File: src/rtl/mcyc_seq_ctrl_pkg.sv
// Shared encodings for the multi-cycle sequencer: states, pc_src selects,
// opcode/funct constants and the one-hot instruction class record.
package mcyc_seq_ctrl_pkg;

    typedef enum logic [2:0] {
        ST_IDLE   = 3'd0,
        ST_FETCH  = 3'd1,
        ST_DECODE = 3'd2,
        ST_EXEC   = 3'd3,
        ST_MEM    = 3'd4,
        ST_WB     = 3'd5,
        ST_FAULT  = 3'd7
    } state_t;

    localparam logic [1:0] PC_SRC_PC4 = 2'b00;
    localparam logic [1:0] PC_SRC_BR  = 2'b01;
    localparam logic [1:0] PC_SRC_JMP = 2'b10;
    localparam logic [1:0] PC_SRC_RS  = 2'b11;

    localparam logic [5:0] OP_RTYPE = 6'h00;
    localparam logic [5:0] OP_J     = 6'h02;
    localparam logic [5:0] OP_JAL   = 6'h03;
    localparam logic [5:0] OP_BEQ   = 6'h04;
    localparam logic [5:0] OP_BNE   = 6'h05;
    localparam logic [5:0] OP_ADDI  = 6'h08;
    localparam logic [5:0] OP_SLTI  = 6'h0A;
    localparam logic [5:0] OP_ANDI  = 6'h0C;
    localparam logic [5:0] OP_ORI   = 6'h0D;
    localparam logic [5:0] OP_LUI   = 6'h0F;
    localparam logic [5:0] OP_LB    = 6'h20;
    localparam logic [5:0] OP_LH    = 6'h21;
    localparam logic [5:0] OP_LW    = 6'h23;
    localparam logic [5:0] OP_LBU   = 6'h24;
    localparam logic [5:0] OP_LHU   = 6'h25;
    localparam logic [5:0] OP_SB    = 6'h28;
    localparam logic [5:0] OP_SH    = 6'h29;
    localparam logic [5:0] OP_SW    = 6'h2B;

    localparam logic [5:0] FUNCT_JR   = 6'h08;
    localparam logic [5:0] FUNCT_JALR = 6'h09;

    typedef struct packed {
        logic alu_r;
        logic alu_i;
        logic load;
        logic store;
        logic beq;
        logic bne;
        logic j;
        logic jal;
        logic jr;
        logic jalr;
        logic illegal;
    } op_class_t;

endpackage

File: src/rtl/mcyc_seq_ctrl_op_classify.sv
// Combinational op/funct to one-hot instruction class map, shared by the
// sequencer and the datapath decoder.
module mcyc_op_classify
    import mcyc_seq_ctrl_pkg::*;
(
    input  logic [5:0] op,
    input  logic [5:0] funct,
    output op_class_t  cls
);

    always_comb begin
        cls = '0;
        case (op)
            OP_RTYPE: begin
                // jr and jalr hide inside the R-type space; every other funct is ALU work
                case (funct)
                    FUNCT_JR:   cls.jr    = 1'b1;
                    FUNCT_JALR: cls.jalr  = 1'b1;
                    default:    cls.alu_r = 1'b1;
                endcase
            end
            OP_J:   cls.j   = 1'b1;
            OP_JAL: cls.jal = 1'b1;
            OP_BEQ: cls.beq = 1'b1;
            OP_BNE: cls.bne = 1'b1;
            OP_ADDI, OP_SLTI, OP_ANDI, OP_ORI, OP_LUI:  cls.alu_i = 1'b1;
            OP_LB, OP_LH, OP_LW, OP_LBU, OP_LHU:        cls.load  = 1'b1;
            OP_SB, OP_SH, OP_SW:                        cls.store = 1'b1;
            default: cls.illegal = 1'b1;
        endcase
    end

endmodule

File: src/rtl/mcyc_seq_ctrl.sv
// Multi-cycle sequencer driving one shared req/ack memory port with a watchdog.
// Define MCYC_PERF_EN to add the cyc_cnt/ret_cnt performance counters.
module mcyc_seq_ctrl
    import mcyc_seq_ctrl_pkg::*;
#(
    parameter int MAX_WAIT = 16
`ifdef MCYC_PERF_EN
    ,
    parameter int CNT_W = 32
`endif
) (
    input  logic       clk,
    input  logic       rstn,
    input  logic       run,
    input  logic [5:0] instr_op,
    input  logic [5:0] instr_funct,
    input  logic       zero,
    input  logic       mem_ack,
    output logic       mem_req,
    output logic       mem_we,
    output logic       iord,
    output logic       ir_we,
    output logic       pc_we,
    output logic [1:0] pc_src,
    output logic       reg_we,
    output logic       link,
    output logic       retire,
    output logic [2:0] state,
    output logic       fault
`ifdef MCYC_PERF_EN
    ,
    output logic [CNT_W-1:0] cyc_cnt,
    output logic [CNT_W-1:0] ret_cnt
`endif
);

    // Last wait count at which an ack is still accepted; one more miss is a fault.
    localparam logic [7:0] WAIT_LAST = 8'(MAX_WAIT - 2);

    state_t    cur_state;
    state_t    nxt_state;
    logic [7:0] wait_cnt;
    op_class_t cls;
    logic      timeout;

    mcyc_op_classify u_classify (
        .op    (instr_op),
        .funct (instr_funct),
        .cls   (cls)
    );

    assign state   = cur_state;
    assign fault   = (cur_state == ST_FAULT);
    assign timeout = (wait_cnt == WAIT_LAST) && !mem_ack;

    always_ff @(posedge clk or negedge rstn) begin
        if (!rstn) begin
            cur_state <= ST_IDLE;
            wait_cnt  <= '0;
        end else begin
            cur_state <= nxt_state;
            if (nxt_state != cur_state)
                wait_cnt <= '0;
            else if (mem_req && !mem_ack)
                wait_cnt <= wait_cnt + 8'd1;
        end
    end

    always_comb begin
        nxt_state = cur_state;
        mem_req   = 1'b0;
        mem_we    = 1'b0;
        iord      = 1'b0;
        ir_we     = 1'b0;
        pc_we     = 1'b0;
        pc_src    = PC_SRC_PC4;
        reg_we    = 1'b0;
        link      = 1'b0;
        retire    = 1'b0;
        case (cur_state)
            ST_IDLE: begin
                if (run)
                    nxt_state = ST_FETCH;
            end
            ST_FETCH: begin
                mem_req = 1'b1;
                if (mem_ack) begin
                    ir_we     = 1'b1;
                    pc_we     = 1'b1;
                    nxt_state = ST_DECODE;
                end else if (timeout) begin
                    nxt_state = ST_FAULT;
                end
            end
            ST_DECODE: begin
                if (cls.illegal) begin
                    nxt_state = ST_FAULT;
                end else if (cls.j) begin
                    pc_we  = 1'b1;
                    pc_src = PC_SRC_JMP;
                    retire = 1'b1;
                end else if (cls.jal) begin
                    nxt_state = ST_WB;
                end else begin
                    nxt_state = ST_EXEC;
                end
            end
            ST_EXEC: begin
                if (cls.beq) begin
                    pc_we  = zero;
                    pc_src = PC_SRC_BR;
                    retire = 1'b1;
                end else if (cls.bne) begin
                    pc_we  = !zero;
                    pc_src = PC_SRC_BR;
                    retire = 1'b1;
                end else if (cls.jr) begin
                    pc_we  = 1'b1;
                    pc_src = PC_SRC_RS;
                    retire = 1'b1;
                end else if (cls.load || cls.store) begin
                    nxt_state = ST_MEM;
                end else begin
                    nxt_state = ST_WB;
                end
            end
            ST_MEM: begin
                mem_req = 1'b1;
                iord    = 1'b1;
                mem_we  = cls.store;
                if (mem_ack) begin
                    if (cls.store)
                        retire = 1'b1;
                    else
                        nxt_state = ST_WB;
                end else if (timeout) begin
                    nxt_state = ST_FAULT;
                end
            end
            ST_WB: begin
                // The register file captures the pre-edge PC (already PC+4) on the link path.
                reg_we = 1'b1;
                retire = 1'b1;
                if (cls.jal) begin
                    link   = 1'b1;
                    pc_we  = 1'b1;
                    pc_src = PC_SRC_JMP;
                end else if (cls.jalr) begin
                    link   = 1'b1;
                    pc_we  = 1'b1;
                    pc_src = PC_SRC_RS;
                end
            end
            ST_FAULT: begin
                nxt_state = ST_FAULT;
            end
            default: begin
                nxt_state = ST_FAULT;
            end
        endcase
        if (retire)
            nxt_state = run ? ST_FETCH : ST_IDLE;
    end

`ifdef MCYC_PERF_EN
    // Counters see only working cycles, so they hold their value once parked in FAULT.
    always_ff @(posedge clk or negedge rstn) begin
        if (!rstn) begin
            cyc_cnt <= '0;
            ret_cnt <= '0;
        end else begin
            if (cur_state != ST_IDLE && cur_state != ST_FAULT)
                cyc_cnt <= cyc_cnt + 1'b1;
            if (retire)
                ret_cnt <= ret_cnt + 1'b1;
        end
    end
`endif

endmodule
File: config.mk
export PLATFORM = sky130hd
export DESIGN_NAME = mcyc_seq_ctrl
export DESIGN_NICKNAME = d
export VERILOG_FILES = /design/src/rtl/mcyc_seq_ctrl_pkg.sv /design/src/rtl/mcyc_seq_ctrl_op_classify.sv /design/src/rtl/mcyc_seq_ctrl.sv
export SDC_FILE = /design/constraint.sdc
export NUM_CORES = 1
export LEC_CHECK = 0
export ABC_AREA = 1
export BUFFER_PORTS_ARGS = -buffer_cell sky130_fd_sc_hd__buf_4
export CAP_MARGIN = 20
export CELL_PAD_IN_SITES_DETAIL_PLACEMENT = 1
export CELL_PAD_IN_SITES_GLOBAL_PLACEMENT = 2
export CORE_MARGIN = 8
export CORE_UTILIZATION = 28
export DETAILED_ROUTE_END_ITERATION = 16
export PLACE_DENSITY = 0.85
export SKIP_CTS_REPAIR_TIMING = 1
export SLEW_MARGIN = 20
export SYNTH_ARGS = -nofsm -noshare
export SYNTH_HDL_FRONTEND = slang
export SYNTH_SLANG_ARGS = --single-unit
File: constraint.sdc
create_clock -name clk -period 3.1 [get_ports clk]
set_input_delay 0.62 -clock clk [delete_from_list [all_inputs] [get_ports clk]]
set_output_delay 0.62 -clock clk [all_outputs]
set_load 0.05 [all_outputs]
* Word level (Yosys, flattened, before mapping)
Index checks and enable logic that the tools add are counted.
** Cells by class
- Equal/unequal tests :: 27
- Multiplexer cells :: 54
- Reduce and logical (&&, ||, !) cells :: 12
- Add/sub/neg operators :: 1
** Operator list (number)
- $eq 6x6->1 const B :: 8
- $eq 6x4->1 const B :: 7
- $mux 3 :: 12
- $mux 1 :: 28
- $pmux 3 s6 :: 1
- $reduce_or 18->1 :: 1
- $mux 2 :: 8
- $mux 8 :: 2
- $eq 6x2->1 const B :: 2
- $eq 6x3->1 const B :: 2
- $eq 3x3->1 const B :: 3
- $add 8x1->8 const B :: 1
- $eq 8x4->1 const B :: 1
- $pmux 1 s4 :: 2
- $eq 3x2->1 const B :: 2
- $logic_not 6->1 :: 1
- $pmux 2 s3 :: 1
- $reduce_or 5->1 :: 1
- $eq 3x1->1 const B :: 1
- $logic_not 3->1 :: 1
- $ne 3x3->1 :: 1
- $reduce_or 3->1 :: 1
- $logic_and 1x1->1 :: 2
- $logic_not 1->1 :: 2
- 3 further kinds :: 3
** Word-level totals
- Output and inout bits :: 14
- Register bits after elaboration :: 11

* Logic depth before layout (Yosys ltp)
- Depth after elaboration :: 12
- Mapped depth :: 14
- Depth with buffers taken out :: 14

* Hierarchy
Synthesis repeated with hierarchy kept, for this count alone.
** Unflattened totals
- Cell total of the unflattened synthesis :: 212
- Area total of the unflattened synthesis :: 1345.0 um^2
** Modules (own cells, without submodules)
- mcyc_seq_ctrl :: instances 1, cells each 159, area an instance 1117.3 um^2, sequential area each 275.3 um^2
- mcyc_op_classify :: instances 1, cells each 53, area an instance 227.7 um^2, sequential area each 0.0 um^2

* Worst setup path after synthesis
No wires, ideal clock.
- Kind :: input to output
- Start point :: input port instr_op[4]
- End point :: output port pc_we
- Cell stages on the path :: 7
- Slack :: -363 ps
- Arrival time :: 2843 ps
- Path buffers :: 0
- Cells stage by stage :: nor2_1 > inv_1 > nor3_1 > inv_1 > o21ai_0 > inv_1 > o2111ai_1
** On the way
- Cells in the longest elaborated chain, start to end :: 6
- Elaborated cells on any way between the ends :: 32
** Ends and longest elaborated chain
- from (decl) :: RTL line mcyc_seq_ctrl.sv:15 : input logic [5:0] instr_op,
- $logic_not 6->1
- $mux 2 :: RTL line mcyc_seq_ctrl_op_classify.sv:13 : case (op)
- $mux 1 :: RTL line mcyc_seq_ctrl.sv:117 : end else if (cls.jr) begin
- $mux 1 :: RTL line mcyc_seq_ctrl.sv:113 : end else if (cls.bne) begin
- $mux 1 :: RTL line mcyc_seq_ctrl.sv:109 : if (cls.beq) begin
- $pmux 1 s4 * :: RTL line mcyc_seq_ctrl.sv:80 : case (cur_state)
- to (decl) :: RTL line mcyc_seq_ctrl.sv:23 : output logic pc_we,
Mark *: on every way between the ends. The rest lies on a longest branch, timed or not.

* Worst setup path after layout
- Start point :: input port instr_funct[5]
- End point :: output port retire
** On the way
- Cells in the longest elaborated chain, start to end :: 7
** Ends and longest elaborated chain
- from (decl) :: RTL line mcyc_seq_ctrl.sv:16 : input logic [5:0] instr_funct,
- $eq 6x4->1
- $mux 1 :: RTL line mcyc_seq_ctrl_op_classify.sv:16 : case (funct)
- $mux 2 :: RTL line mcyc_seq_ctrl_op_classify.sv:13
- $mux 1 :: RTL line mcyc_seq_ctrl.sv:117
- $mux 1 :: RTL line mcyc_seq_ctrl.sv:113
- $mux 1 :: RTL line mcyc_seq_ctrl.sv:109
- $pmux 1 s4 :: RTL line mcyc_seq_ctrl.sv:80
- to (decl) :: RTL line mcyc_seq_ctrl.sv:27 : output logic retire,
Every way passes these cells.

==> results.toml <==
[placed_design]
port_buffers = 30
place_congestion = 0.763
dp_slack_ns = 0.501
hpwl_mm = 2.93

[critical_path]
rr_worst_depth = 12
cp.required_ns = 2.48
crit_arrival_ns = 1.99
r2r_setup_slack_ns = 1.06
reg2reg_from = "state[2]"
slowest_stage = "or2_2"
path_cells = "buf_4 > or2_2 > nor2_1 > nand3_1 > nand2_1 > nand2_1 > nand3_2 > nand2_4 > inv_1 > buf_4"
crit_family = "simple AND/OR/NAND/NOR gates"
path_buf_inv = 3
max_stage_delay_ns = 0.30
critical_path_class = "input pin to output port"
worstSetupEndpointType = "output port"
critPathMaxFanout = 7
r2r_end = "wait_cnt[7]"
cp-start-kind = "input pin"

[clock_tree]
cts_sinks = 11
h-tree-depth = 1
root_buffer = "clkbuf_8"
clockBufferDepth = 2
clock_latency_ns = 0.24
cts_tree = "yes"
cts_made_buffers = 3
clkTransAtPathRegs_ns = 0.05

[timing]
slew_headroom_pct = 73.2
period_minus_slack_ns = 2.61
rsz0062_at_grt = "no"
setup_viol = 0
hold_viol = 0
skew_ns = 0.000744
worst_slew_pin_slew_ns = 0.398
tns_ns = 0
report.final.slew_viol_count = 0
finalWorstSetupSlack_ns = 0.492
timing.final.crit_share_pct = 84.1
max_freq_ghz = 0.383

[die]
ios = 31
fp.dieW_um = 78.8
coreArea_sq_um = 3880
initial_utilization_pct = 28.4
die_h_um = 78.8
rows = 23
die-area_sq_um = 6210

[pwr]
p_per_area_nw_per_um2 = 232
ir_worst_vdd_mv = 0.139
power_mw = 0.334
power_leakage_nw = 0.808

[synth]
yosys_warnings = 0
yosysUniqueCellTypes = 24
syn_area_sq_um = 1100
syn-num-nets = 197
yosysSeqAreaShare_pct = 24.9
synth_cells = 177
synth_area_per_cell_sq_um = 6.23
synth-seq-cells = 11

[job]
drv_cap = 0

[cells_and_area]
final_common_cell = "nand2_1"
final_cell_mix = "41 x nand2_1, 30 x buf_4, 29 x inv_1"
nets = 232
fin_util_pct = 37.1
n_antenna_cell = 0
drive_gt1_share_pct = 23.2
area_delta_synth_final_pct = 30.6

[route]
drc = 0
drt_iter0_markers = 18
ant_nets = 0
drt-total-wl_mm = 3.42
dr_total_vias = 1223
dr.pass1.iters = 4
viasPerCell = 4.69
wl_per_cell_um = 13.1

[grt]
overflow = 0
grt_pass1_wl_mm = 5.85
grt.total_usage_pct = 11.2
grt_pass1_vias = 1307
grt_max_degree = 12
antenna_found_initial = 0

[status]
status = "finished, final reports clean"

[worst_hold_path]
min_path_type = "input pin to asynchronous set/reset pin"
-- how the worst max path moves through the flow --
stage / start / to / depth (start not counted)
after floorplan: state[0] / pc_we / 6
after global placement: instr_funct[5] / retire / 10
after detailed placement: instr_funct[5] / retire / 10
after CTS: instr_funct[5] / retire / 10
after global routing: instr_funct[5] / pc_we / 8
final: instr_funct[5] / retire / 10
-- cells in the mapped netlist --
cell type,number,share of area (%)
nand3_2,2,1.8
nor2_1,28,9.5
nand4_1,4,2.3
or2_2,1,0.57
nand3_1,23,10
nand2_2,1,0.57
nor3_2,3,2.7
dfrtp_1,11,25
nand2_1,41,14
nor3_4,1,1.5
ha_1,3,3.4
nor3_1,4,1.8
nand3b_1,1,0.68
o2111ai_1,1,0.79
nor3b_1,1,0.68
inv_2,4,1.4
o21ai_0,4,1.8
nand3_4,1,1.6
inv_1,29,9.9
xor2_1,7,5.6
a31oi_1,1,0.57
nand2_4,1,1.0
a21oi_1,4,1.8
xnor2_1,1,0.79
-- through the flow --
stage	cells	cell area [sq um]	hold WS [ns]
after floorplan	177	1110	0.324
after global placement	257	1400	0.459
after detailed placement	257	1400	0.462
after CTS	261	1440	0.203
after global routing	261	1440	0.205
final	261	1440	0.198
-- cell families after synthesis --
logic type | after synthesis | synth area share (%)
flops | 11 | 24.9
simple gates | 112 | 49.1
buf+inv | 33 | 11.2
xor+xnor | 8 | 6.35
compound gates | 10 | 4.99
fa+ha+maj | 3 | 3.40
-- flip-flops by register name, summed over array words and instances (netlist names) --
register,cells
state,3
wait_cnt,8
-- power breakdown --
part           internal, mW  switching (mW)  total, mW
registers             0.144               0      0.144
clock network        0.0886          0.0584      0.147
logic                0.0196          0.0235     0.0430
-- cell type report --
type / instances / area [sq um]
fillers: 548 / 2440
multi-input cells: 133 / 708
flip-flops and latches: 11 / 275
repair buffers: 30 / 225
inverters: 33 / 124
well taps: 50 / 62.6
clock buffers: 3 / 41.3
clock inverters: 1 / 5.00
-- layer usage --
metal  vias up  GRT usage [%]  wire (um)
met5         -              0          0
met4         0           2.22         17
met2        17           19.1       1640
li1        628              -          -
met3         2           2.14        116
met1       576           14.3       1650
(Power assumes the default switching activity.)
